<file path="src/rtl/chrisruk_apa102_tx_pkg.sv">
// Shared constants, FSM encoding and LED frame helper for the APA102 strip transmitter.
package chrisruk_apa102_tx_pkg;
  localparam int         START_BITS     = 32;
  localparam int         LED_FRAME_BITS = 32;
  localparam logic [2:0] LED_HDR        = 3'b111;

  typedef enum logic [1:0] {
    ST_IDLE  = 2'd0,
    ST_START = 2'd1,
    ST_PIXEL = 2'd2,
    ST_END   = 2'd3
  } state_t;

  function automatic logic [31:0] led_frame(input logic [4:0] bright,
                                            input logic [7:0] b,
                                            input logic [7:0] g,
                                            input logic [7:0] r);
    return {LED_HDR, bright, b, g, r};
  endfunction
endpackage

</file>
<file path="src/rtl/chrisruk_led_bit_timer.sv">
// Bit-slot timer: low half then high half, CLK_DIV cycles each; frozen while stalled.
module chrisruk_led_bit_timer #(
  parameter int CLK_DIV = 1
) (
  input  logic i_clk,
  input  logic i_reset_n,
  input  logic i_en,
  input  logic i_stall,
  output logic o_led_clk,
  output logic o_slot_start,
  output logic o_rise,
  output logic o_slot_end
);
  localparam int DW = $clog2(CLK_DIV + 1);

  logic [DW-1:0] r_div;
  logic          r_phase;
  logic          w_last;
  logic          w_run;

  assign w_last = (r_div == DW'(CLK_DIV - 1));
  assign w_run  = i_en & ~i_stall;

  always_ff @(posedge i_clk or negedge i_reset_n) begin
    if (!i_reset_n) begin
      r_div   <= '0;
      r_phase <= 1'b0;
    end else if (!i_en) begin
      r_div   <= '0;
      r_phase <= 1'b0;
    end else if (!i_stall) begin
      if (w_last) begin
        r_div   <= '0;
        r_phase <= ~r_phase;
      end else begin
        r_div <= r_div + DW'(1);
      end
    end
  end

  assign o_led_clk    = r_phase;
  assign o_slot_start = w_run & ~r_phase & (r_div == '0);
  assign o_rise       = w_run & ~r_phase & w_last;
  assign o_slot_end   = w_run &  r_phase & w_last;
endmodule

</file>
<file path="src/rtl/chrisruk_apa102_tx.sv">
// APA102 transmitter: zero start frame, NUM_LEDS pixel frames MSB-first, END_BITS zero bits.
module chrisruk_apa102_tx
  import chrisruk_apa102_tx_pkg::*;
#(
  parameter int NUM_LEDS = 64,
  parameter int END_BITS = 64,
  parameter int CLK_DIV  = 1
) (
  input  logic        i_clk,
  input  logic        i_reset_n,
  input  logic        i_frame_start,
  input  logic [31:0] i_pixel_data,
  input  logic        i_pixel_valid,
  output logic        o_pixel_ready,
  output logic        o_led_clk,
  output logic        o_led_data,
  output logic        o_busy,
  output logic        o_frame_done
);
  localparam int PW = $clog2(NUM_LEDS + 1);
  localparam int BW = ($clog2(END_BITS) > 6) ? $clog2(END_BITS) : 6;

  state_t                    r_state;
  logic [BW-1:0]             r_bit;
  logic [PW-1:0]             r_pix;
  logic [LED_FRAME_BITS-2:0] r_sh;
  logic                      r_led_data;
  logic                      r_wait;

  logic w_slot_start, w_rise, w_slot_end, w_led_clk;
  logic w_boundary, w_take, w_last_end;
  logic w_unused_strobes;

  chrisruk_led_bit_timer #(.CLK_DIV(CLK_DIV)) u_timer (
    .i_clk        (i_clk),
    .i_reset_n    (i_reset_n),
    .i_en         (r_state != ST_IDLE),
    .i_stall      (r_wait),
    .o_led_clk    (w_led_clk),
    .o_slot_start (w_slot_start),
    .o_rise       (w_rise),
    .o_slot_end   (w_slot_end)
  );
  assign w_unused_strobes = w_slot_start ^ w_rise;

  // Data is decided on the last cycle of the preceding slot so it is already
  // on the wire for the whole low half, even at CLK_DIV=1.
  assign w_boundary = (r_state == ST_PIXEL) && w_slot_end && (r_bit == BW'(LED_FRAME_BITS - 1));
  assign w_take     = (r_state == ST_PIXEL) && i_pixel_valid &&
                      (r_wait || (w_boundary && (r_pix != PW'(NUM_LEDS))));
  assign w_last_end = (r_state == ST_END) && w_slot_end && (r_bit == BW'(END_BITS - 1));

  // The final start-frame slot is carried by PIXEL (bit 31, nothing loaded) so
  // the first pixel handshake happens inside PIXEL like all the others.
  always_ff @(posedge i_clk or negedge i_reset_n) begin
    if (!i_reset_n) begin
      r_state    <= ST_IDLE;
      r_bit      <= '0;
      r_pix      <= '0;
      r_sh       <= '0;
      r_led_data <= 1'b0;
      r_wait     <= 1'b0;
    end else begin
      case (r_state)
        ST_IDLE: begin
          if (i_frame_start) begin
            r_state    <= ST_START;
            r_bit      <= '0;
            r_pix      <= '0;
            r_sh       <= '0;
            r_led_data <= 1'b0;
            r_wait     <= 1'b0;
          end
        end
        ST_START: begin
          if (w_slot_end) begin
            if (r_bit == BW'(START_BITS - 2)) begin
              r_state <= ST_PIXEL;
              r_bit   <= BW'(LED_FRAME_BITS - 1);
            end else begin
              r_bit <= r_bit + BW'(1);
            end
          end
        end
        ST_PIXEL: begin
          if (w_take) begin
            r_sh       <= i_pixel_data[LED_FRAME_BITS-2:0];
            r_led_data <= i_pixel_data[LED_FRAME_BITS-1];
            r_bit      <= '0;
            r_pix      <= r_pix + PW'(1);
            r_wait     <= 1'b0;
          end else if (w_boundary) begin
            if (r_pix == PW'(NUM_LEDS)) begin
              r_state    <= ST_END;
              r_bit      <= '0;
              r_led_data <= 1'b0;
            end else begin
              r_wait <= 1'b1;
            end
          end else if (w_slot_end) begin
            r_sh       <= {r_sh[LED_FRAME_BITS-3:0], 1'b0};
            r_led_data <= r_sh[LED_FRAME_BITS-2];
            r_bit      <= r_bit + BW'(1);
          end
        end
        ST_END: begin
          if (w_slot_end) begin
            if (w_last_end) begin
              r_state <= ST_IDLE;
              r_bit   <= '0;
            end else begin
              r_bit <= r_bit + BW'(1);
            end
          end
        end
        default: r_state <= ST_IDLE;
      endcase
    end
  end

  assign o_pixel_ready = w_take;
  assign o_led_clk     = w_led_clk;
  assign o_led_data    = r_led_data;
  assign o_busy        = (r_state != ST_IDLE);
  assign o_frame_done  = w_last_end;
endmodule
</file>
<file path="config.mk">
export PLATFORM = sky130hd
export DESIGN_NAME = chrisruk_apa102_tx
export DESIGN_NICKNAME = d
export VERILOG_FILES = /design/src/rtl/chrisruk_apa102_tx_pkg.sv /design/src/rtl/chrisruk_led_bit_timer.sv /design/src/rtl/chrisruk_apa102_tx.sv
export SDC_FILE = /design/constraint.sdc
export NUM_CORES = 1
export LEC_CHECK = 0
export ABC_AREA = 1
export BUFFER_PORTS_ARGS = -buffer_cell sky130_fd_sc_hd__buf_2
export CAP_MARGIN = 25
export CORE_MARGIN = 4
export CORE_UTILIZATION = 45
export DETAILED_ROUTE_END_ITERATION = 6
export PLACE_DENSITY_LB_ADDON = 0.25
export SYNTH_ARGS = -nofsm -noshare
export SYNTH_HDL_FRONTEND = slang
export SYNTH_SLANG_ARGS = --single-unit
</file>
<file path="constraint.sdc">
create_clock -name i_clk -period 2.1 [get_ports i_clk]
set_clock_uncertainty 0.2 [all_clocks]
set_input_delay 0.21 -clock i_clk [delete_from_list [all_inputs] [get_ports i_clk]]
set_output_delay 0.21 -clock i_clk [all_outputs]
set_load 0.02 [all_outputs]
</file>
* After elaboration in Yosys (flattened, before gate mapping)
Cells that the tools add are included.
Storage, ports and cells: flip-flop bits (word level) 50, output and inout port bits 5
Operators by class: add/sub/neg operators 3, equality and inequality tests 25, multiplexer cells 43, bitwise operators 6, reductions and logical operators 18
Operator list (number):
- 2-to-1 mux 31 bit | 4
- one-hot mux 31 bit (2 select lines) | 1
- 2-to-1 mux 6 bit | 9
- one-hot mux 6 bit (4 select lines) | 1
- != test 2 bit (second input constant) | 10
- 2-to-1 mux 2 bit | 8
- 2-to-1 mux 1 bit | 14
- 2-to-1 mux 7 bit | 2
- one-hot mux 7 bit (2 select lines) | 1
- == test 6 x 5 -> 1 bit (second input constant) | 2
- != test 3 bit (second input constant) | 4
- AND reduction 4 bit | 3
- one-hot mux 2 bit (4 select lines) | 1
- AND reduction 8 bit | 1
- adder 7 x 1 -> 7 bit (second input constant) | 1
- == test 7 bit (second input constant) | 1
- logical AND 1 bit | 7
- != test 7 bit (second input constant) | 1
- adder 6 x 1 -> 6 bit (second input constant) | 1
- == test 6 bit (second input constant) | 1
- AND reduction 5 bit | 1
- == test 2 bit (second input constant) | 2
- != test 4 x 3 -> 1 bit (second input constant) | 1
- != test 4 bit (second input constant) | 1
- other kinds (11) | 17

* Depth between registers and ports, before layout
Gate-level depths: netlist of run 1.
word-level depth 11, gate-level depth with buffers 14

* Hierarchy
A second synthesis of run 1 with hierarchy kept.
Unflattened totals: cell total of the unflattened synthesis 448, area total of the unflattened synthesis 2992.9 µm²
By module, submodules not included:
- chrisruk_apa102_tx | instances 1, cells each 438, area an instance 2927.8 µm², seq. area each 1201.2 µm²
- chrisruk_led_bit_timer | instances 1, cells each 10, area an instance 65.1 µm², seq. area each 25.0 µm²

* Worst setup path after synthesis of run 1
Ideal clock, no wire load.
kind register to register, start reg r_state[0], end reg r_bit[3], setup time 0.121 ns, arrival time 1.739 ns, slack 0.040 ns, stages on the path, launching flop included 15, clock period less this slack 2.060 ns, cells stage by stage dfrtp_1 inv_1 ha_1 nor2_2 nand2_2 nor2_2 nand3_2 nand2_2 nand2_4 buf_6 buf_2 nand3_1 nand3_1 nand3_1 nand2_1
Between the ends: word-level cells in the longest chain between the ends 11, elaborated cells between the ends (all ways) 27
RTL lines:
- start: declaration | line chrisruk_apa102_tx.sv:23 | state_t r_state;
- start signal: assignment | line chrisruk_apa102_tx.sv:57 | r_state <= ST_IDLE;
- start signal: assignment | line chrisruk_apa102_tx.sv:67 | r_state <= ST_START;
- start signal: assignment | line chrisruk_apa102_tx.sv:78 | r_state <= ST_PIXEL;
- nonzero test 2 bit | line chrisruk_apa102_tx.sv:37 | .i_en (r_state != ST_IDLE),
- AND 1 bit | line chrisruk_led_bit_timer.sv:22 | assign w_run = i_en & ~i_stall;
- AND 1 bit (2 in series) | line chrisruk_led_bit_timer.sv:44 | assign o_slot_end = w_run & r_phase & w_last;
- logical AND 1 bit (2 in series) | line chrisruk_apa102_tx.sv:48 | assign w_boundary = (r_state == ST_PIXEL) && w_slot_end && (r_bit == BW'(LED_FRAME_BITS - 1));
- logical AND 1 bit | line chrisruk_apa102_tx.sv:50 | (r_wait || (w_boundary && (r_pix != PW'(NUM_LEDS))));
- logical OR 1 bit | line chrisruk_apa102_tx.sv:50
- logical AND 1 bit | line chrisruk_apa102_tx.sv:49 | assign w_take = (r_state == ST_PIXEL) && i_pixel_valid &&
- != test 4 x 3 -> 1 bit (no line), or another cell as far along
- AND reduction 5 bit (no line) / one-hot mux 6 bit (4 select lines) (equally long branches)
- end signal: assignment | line chrisruk_apa102_tx.sv:79 | r_bit <= BW'(LED_FRAME_BITS - 1);
- end signal: assignment | line chrisruk_apa102_tx.sv:81 | r_bit <= r_bit + BW'(1);
- end signal: assignment | line chrisruk_apa102_tx.sv:103 | r_bit <= r_bit + BW'(1);
- end: declaration | line chrisruk_apa102_tx.sv:24 | logic [BW-1:0] r_bit;
Several ways; a longest one is shown, not always the timed one. The select of a mux whose other input is x is not followed. A chain may end at the register's enable or synchronous reset.

* Worst setup path in the final report of run 1
start reg r_state[1], end out o_pixel_ready
Between the ends: word-level cells in the longest chain between the ends 9, elaborated cells between the ends (all ways) 11
RTL lines:
- nonzero test 2 bit | line chrisruk_apa102_tx.sv:37
- AND 1 bit | line chrisruk_led_bit_timer.sv:22
- AND 1 bit (2 in series) | line chrisruk_led_bit_timer.sv:44
- logical AND 1 bit (2 in series) | line chrisruk_apa102_tx.sv:48
- logical AND 1 bit | line chrisruk_apa102_tx.sv:50
- logical OR 1 bit | line chrisruk_apa102_tx.sv:50
- logical AND 1 bit * | line chrisruk_apa102_tx.sv:49
- end: declaration | line chrisruk_apa102_tx.sv:14 | output logic o_pixel_ready,
Every way passes the cells marked *; elsewhere a longest branch is shown, timed or not.

==> results.txt, run 1 <==
Summed over all failing endpoints, the final setup total negative slack is -0.166 ns. The achievable clock frequency was 0.461 GHz. Yosys instantiated no cell more often than sky130_fd_sc_hd__nand2_1. The pre-antenna-repair detailed-routing pass consisted of 4 iterations.

Static power due to leakage: 2.19 nW. The area after detailed placement was 0.00351 mm^2. Following the worst setup path forward leads to its endpoint at o_pixel_ready. Detailed placement ended at an HPWL of 5.05 mm. The initial utilization of the core area, before any placement, comes to 47.5%. Row generation in the floorplan step produced 29 rows. Power spread over the standard cell area amounts to 956 mW/mm^2. The tools report the via count of the first global-routing pass as 2815. Counting instances in the post-synthesis netlist gives the leading cell types as sky130_fd_sc_hd__nand2_1, sky130_fd_sc_hd__nand3_1, sky130_fd_sc_hd__dfrtp_1. Final hold analysis gives a worst-case slack of 0.00987 ns. For the largest vdd supply drop, the log shows 0.615 mV. Summed over all layers, the routed wires come to 7.88 mm. The final global-route overflow total was 0; the maximum fanout count along the critical path was 7. Count of buffers from port buffering: 40. The run gives 1.76 ns as the data arrival time of the critical path. Sequential elements use 39.7% of the synthesized area. Remaining design rule violation count: 0. Register-to-register setup slack: -0.03 ns. TritonCTS built the clock tree. The cell type with the highest aggregate area in the netlist was sky130_fd_sc_hd__dfrtp_1.

CTS saw 49 sinks. The minimum clock period after layout was 2.17 ns. The type of origin of the critical path was a flip-flop.

For this run, the share of the core covered by cells in the final layout is 62.2%. The repair_antennas step left the layout with diodes totalling 0. The tools report the final number of max-transition violations as 0. STA classifies the critical path endpoint as an output pin. The synthesized net count was 474; the die height was 90.8 um. The chip width works out to 90.8 um. Setup slack of the critical path after layout: -0.0708 ns. The final reports fail on setup timing. The first global-routing pass estimated 13.0 mm of wire. The final clock period utilization by the worst path works out to 103%. Among all flip-flop cells after synthesis, the most frequent one is sky130_fd_sc_hd__dfrtp_1.

The number of levels the H-tree was split into came out at 2. After synthesis, the mean cell area works out to 7.18 um^2. The post-synthesis sequential element count is 49. The worst register-to-register path begins at r_state[1]. The count of synthesis-stage warnings from yosys was 0; the fraction of layout instances using a drive strength above 1 was 25.5%.

The initial antenna violation count was 0. For this block, the initial DRC count from the detailed router was 108. After synthesis, the share of flip-flops with an asynchronous set or reset is 100%. The final estimated routing congestion in global placement is 0.886. The number of vias per cell after detailed routing is 5.04. The final route contains 2978 vias. At the pin with the least slew margin, the transition time is 0.510 ns. The tools report the clock root buffer master as sky130_fd_sc_hd__clkbuf_8. The cell count after placement is 553. The count of final hold-check violations was 0; the buffer depth of the longest clock path was 2. After technology mapping, the gate count stands at 430. Across every metal layer, demand over resource in global routing totals 19.2%. Setup violations remaining at the end of the flow were counted as 13. Dividing the detail-routed wire length by the instance count gives 13.3 um.

Total design power: 3.86 mW. Yosys attributes the largest share of cell area to sky130_fd_sc_hd__dfrtp_1, sky130_fd_sc_hd__nand2_1, sky130_fd_sc_hd__nand3_1, sky130_fd_sc_hd__ha_1, sky130_fd_sc_hd__inv_1. The pin count of the biggest net entering global routing is 32, and the pre-CTS setup slack is -0.0442 ns. The number of cells traversed by the worst register-to-register path was 12. For the finished layout cell area, the log shows 0.00404 mm^2. Setup repair after global routing could not meet its margin everywhere.

The register clock-pin slew on the reported worst setup and hold paths came out at 0.10 ns. Across the run, the number of max-cap violations was 0. In this run the critical register-to-register path is captured at r_sh[29]. The final non-filler cell total came out at 591. The number of nets in the layout came out at 557. The tools report the area of the core as 0.00649 mm^2.

In this run the biggest area consumer among cell types represents 39.7% of the synthesized area. The clock buffer count from CTS was 5; the number of different library cells in the post-synthesis netlist was 32. The endpoint required time on the critical path is 1.69 ns, and the cell area after synthesis is 0.00309 mm^2.

In this run the tightest slew margin relative to its limit is 66.0%. The number of flops mapped to enable cells by yosys works out to 0. The flow ran to the end, but the final reports show violations. The worst setup path is of the reg -> out kind. During I/O placement, the number of pins put on the boundary was 41. In this run the worst hold path is classified as in -> reg. From synthesis to final layout, the design area changed by 30.9%. The die covers 0.00825 mm^2. The detail route stage leaves a number of antenna-violating nets equal to 0. The later pin in the worst-skew pair is clocked with a latency of 0.31 ns. Tracing the worst setup path back leads to its startpoint at r_state[1].
==> registers in the layout (all words and copies together), names as in the netlist <==
signal / flops
r_sh: 31
r_wait: 1
u_timer.o_led_clk: 1
r_state: 2
r_bit: 6
o_led_data: 1
r_pix: 7
==> cells by family (layout without fill, tap and decap cells) <==
kind of cell,Yosys count,in the layout,synth area share (%)
adder cells (fa/ha/maj),8,8,3.24
buffers and inverters,49,133,7.86
flip-flops,49,49,39.7
AND/OR/NAND/NOR,296,296,42.3
XOR/XNOR,8,8,2.27
AO/OA/AOI/OAI,20,20,4.58
==> what timing repair did <==
action	4_1_cts	5_1_grt
hold buffers	18	0
cloned	1	0
setup endpoints to repair	36	49
endpoints found under the hold margin	35	0
gates resized for setup	16	25
pin swaps	4	3
buffers inserted	10	2
==> how the worst min path moves through the flow <==
| stage | start | to | slack, ns | cells past startpoint |
|---|---|---|---|---|
| 2_1_floorplan | i_reset_n | o_led_data | -0.29 | 0 |
| 3_3_place_gp | i_reset_n | r_sh[23] | 0.005 | 1 |
| 3_5_place_dp | i_reset_n | r_sh[27] | 0.01 | 1 |
| 4_1_cts | i_pixel_data[13] | r_sh[13] | 0.004 | 5 |
| 5_1_grt | i_pixel_data[26] | r_sh[26] | 0.03 | 5 |
| 6_report | i_pixel_data[3] | r_sh[3] | 0.01 | 5 |
==> routing by layer <==
metal / up-vias / track usage (%) / share of wire, %
met5: - / 0 / 0
met2: 67 / 32.8 / 50
met1: 1378 / 25.1 / 45
li1: 1523 / - / -
met4: 0 / 5.65 / 1.2
met3: 10 / 3.17 / 3.9
==> report_power, final <==
part           leakage [nW]  switching [mW]  internal (mW)
sequential            0.678          0.0634           1.01
clock                0.0481           0.337          0.237
combinational          1.46            1.32          0.891
==> critical path, stage by stage, from the launching register on <==
cell                      delay [ns]
sky130_fd_sc_hd__dfrtp_1        0.41
sky130_fd_sc_hd__inv_2          0.08
sky130_fd_sc_hd__ha_4           0.17
sky130_fd_sc_hd__nor2_4         0.08
sky130_fd_sc_hd__nand2_2        0.06
sky130_fd_sc_hd__nor2_2         0.09
sky130_fd_sc_hd__nand3_2        0.09
sky130_fd_sc_hd__nand2_2        0.09
sky130_fd_sc_hd__nand2_4        0.09
sky130_fd_sc_hd__inv_4          0.08
sky130_fd_sc_hd__buf_12         0.10
sky130_fd_sc_hd__buf_8          0.10
==> cell usage in the layout, fill, tap and decap left out, types with 4 or more instances in the layout <==
cell,n
sky130_fd_sc_hd__buf_4,32
sky130_fd_sc_hd__nand2_2,5
sky130_fd_sc_hd__ha_4,4
sky130_fd_sc_hd__nor2_4,5
sky130_fd_sc_hd__dlygate4sd3_1,18
sky130_fd_sc_hd__o31ai_2,5
sky130_fd_sc_hd__nand3_1,61
sky130_fd_sc_hd__buf_2,38
sky130_fd_sc_hd__nor2_1,14
sky130_fd_sc_hd__buf_6,5
sky130_fd_sc_hd__ha_1,4
sky130_fd_sc_hd__nand2_1,192
sky130_fd_sc_hd__o21ai_0,9
sky130_fd_sc_hd__inv_1,17
sky130_fd_sc_hd__buf_12,4
sky130_fd_sc_hd__clkbuf_8,5
sky130_fd_sc_hd__inv_2,4
sky130_fd_sc_hd__nand3_2,4
sky130_fd_sc_hd__dfrtp_1,49
sky130_fd_sc_hd__xor2_1,7
==> cell type report <==
| cell class | count | area [um^2] |
|---|---|---|
| inverters | 25 | 101 |
| repair buffers | 100 | 792 |
| multi-input cells | 332 | 1730 |
| flip-flops and latches | 49 | 1230 |
| fillers | 567 | 2450 |
| clock inverters | 3 | 22.5 |
| clock buffers | 5 | 68.8 |
| well taps | 77 | 96.3 |
Power figures use the tool's default switching activity.
==> run 2: changes to the inputs <==
==> constraint.sdc (replaced) <==
create_clock -name i_clk -period 2.75 [get_ports i_clk]
set_clock_uncertainty 0.2 [all_clocks]
set_input_delay 0.275 -clock i_clk [delete_from_list [all_inputs] [get_ports i_clk]]
set_output_delay 0.275 -clock i_clk [all_outputs]
set_load 0.02 [all_outputs]
==> results.txt, run 2 (synthesis results as in run 1) <==
Summed over all layers, the global routing overflow is 0. The die height is 90.8 um, and the final design utilization is 52.8%. The leading cell type in the layout, fill and taps excluded was sky130_fd_sc_hd__nand2_1. The tools report the number of DRC markers after the initial detailed-route iteration as 109.

Once layout is done, the placed cells without fillers occupy 0.00343 mm^2. In the routed layout, each cell is associated on average with a via count of 5.05. TritonCTS built the clock tree. For the final number of max-transition violations, the log shows 0. The first detailed-routing pass ran for 5 iterations. Across all register-to-register paths, the minimum setup slack is 0.27 ns. The initial utilization of the core area, before any placement, comes to 47.5%. The worst path uses 92.7% of the clock period. For the wire length on met3, the log shows 312 um. The number of nets in the layout is 506, and the flip-flop count of the largest register after layout is 31.

The tree is rooted in a sky130_fd_sc_hd__clkbuf_8. Timing would allow up to 0.392 GHz. In this run, CTS created clock tree buffers numbering 5. Entering global routing, the biggest net connects 42 pins. The register with the most flip-flops was r_sh. After detailed routing, the met2 layer carries 3.17 mm of wire. Signal routing reaches up to met4.

The wire length per cell after detailed routing was 12.6 um; the buffer depth of the longest clock path was 2. Setup repair after global routing left no endpoint under its margin. At the pin with the least slew margin, the transition time is 0.566 ns.

The initial antenna violation count came out at 0. The worst setup path is of the reg -> out kind. STA puts the critical path data arrival time at 2.08 ns. The fraction of layout instances using a drive strength above 1 was 17.1%. The run finished with clean final reports. VDD sags by at most 0.280 mV. The tightest slew margin relative to the limit was 62.3%; the aggregate routed wire length was 6.79 mm. Setup violations remaining at the end of the flow were counted as 0. The placed instances occupy a cell area of 0.00330 mm^2. In this run the worst path has a maximum fanout of 23. For the detailed placement HPWL, the log shows 4.76 mm. The min-delay analysis places its worst path in the category in -> reg. For the global-route wire length before repair, the log shows 11.6 mm.

The count of final hold-check violations came out at 0. The library cells used most frequently in the layout, excluding fill and tap cells, are sky130_fd_sc_hd__nand2_1, sky130_fd_sc_hd__nand3_1, sky130_fd_sc_hd__dfrtp_1. The tools report the type of origin of the critical path as a flip-flop. The floorplan step defined a die boundary enclosing 0.00825 mm^2. The count of max-cap constraint violations is 0, and the remaining design rule violation count is 0.

The repair_antennas step left the layout with diodes totalling 0. The run gives 2596 as the via count of the first global-routing pass. Final hold analysis gives a worst-case slack of 0.0544 ns. Once detail routing completed, the nets flagged for antenna violations numbered 0.

Clock tree synthesis found a total of 49 sinks. The global-route total usage across every layer is 17.0%. The number of levels the H-tree was split into is 2, and the static power due to leakage is 1.89 nW.

At the end of routability-driven placement, the weighted congestion stood at 0.831. The routed layout has 2727 vias. Endpoint required time on the critical path: 2.28 ns. In this run the core area contains 29 standard-cell rows. In the final routing, the length of wire on met1 measures 3.20 mm. The synthesis-to-finish area growth is 11.2%, and the clock insertion delay at the later pin of the skew report is 0.31 ns. During placement, the flow inserted port buffers numbering 40. Dividing total power by cell area gives a power density of 700 mW/mm^2.

Clock-pin slew was measured on the worst setup and hold paths at 0.10 ns. During I/O placement, the number of pins put on the boundary was 41. The endpoint kind of the worst setup timing path is an output pin.

The area of the core came out at 0.00649 mm^2. The final-layout setup total negative slack was 0 ns. The chip width is 90.8 um, and the minimum clock period after layout is 2.55 ns. The largest registers in the layout are r_sh x31, r_pix x7, r_bit x6.
==> run 2: stage by stage <==
stage | power, mW | setup slack [ns] | instances
6_report | 2.40 | 0.200 | 540
5_1_grt | 2.59 | 0.0271 | 540
4_1_cts | 2.41 | 0.0292 | 540
3_5_place_dp | 1.97 | 0.187 | 530
3_3_place_gp | 1.96 | 0.292 | 530
2_1_floorplan | 1.73 | 0.690 | 430
==> run 2: worst paths after layout <==
kind / endpoint / start / cells after the start
setup / recovery: o_pixel_ready / r_state[0] / 10
hold / removal: r_sh[18] / i_pixel_data[18] / 5
setup reg to reg: r_bit[5] / r_state[0] / 14
hold reg to reg: r_sh[3] / r_sh[3] / 2
max in group asynchronous: r_sh[30] / i_reset_n / 3
min in group asynchronous: r_state[0] / i_reset_n / 2
==> run 2: area by class of cell <==
class / instances / area [um^2]
Fill cell: 649 / 3060
Clock inverter: 2 / 13.8
Tap cell: 77 / 96.3
Multi-Input combinational cell: 332 / 1630
Clock buffer: 6 / 72.6
Sequential cell: 49 / 1230
Timing Repair Buffer: 49 / 285
Inverter: 25 / 111
==> run 2: metal layers <==
metal	global-route usage (%)	up-vias
li1	-	1418
met1	22.3	1232
met2	28.7	70
met3	2.67	7
met4	5.78	0
met5	0	-
==> run 2: where the power goes <==
part	switching, mW	internal [mW]
registers	0.0591	0.773
logic	0.829	0.303
clock network	0.255	0.182
total	1.14	1.26
==> run 2: worst max-delay path, stage by stage, from the launching register on <==
cell and delay, ns:
sky130_fd_sc_hd__dfrtp_1 0.42, sky130_fd_sc_hd__inv_1 0.08, sky130_fd_sc_hd__ha_1 0.25, sky130_fd_sc_hd__nor2_2 0.13
sky130_fd_sc_hd__nand2_2 0.11, sky130_fd_sc_hd__nor2_2 0.11, sky130_fd_sc_hd__nand3_2 0.09, sky130_fd_sc_hd__nand2_2 0.12
sky130_fd_sc_hd__nand2_8 0.14, sky130_fd_sc_hd__clkinv_8 0.14, sky130_fd_sc_hd__buf_2 0.18
==> run 2: repair_timing <==
| action | 4_1_cts | 5_1_grt |
|---|---|---|
| endpoints found under the hold margin | 23 | 0 |
| buffers inserted | 0 | 0 |
| resized for setup | 1 | 6 |
| endpoints found under the setup margin | 1 | 31 |
| hold buffers | 2 | 0 |
| cloned | 0 | 0 |
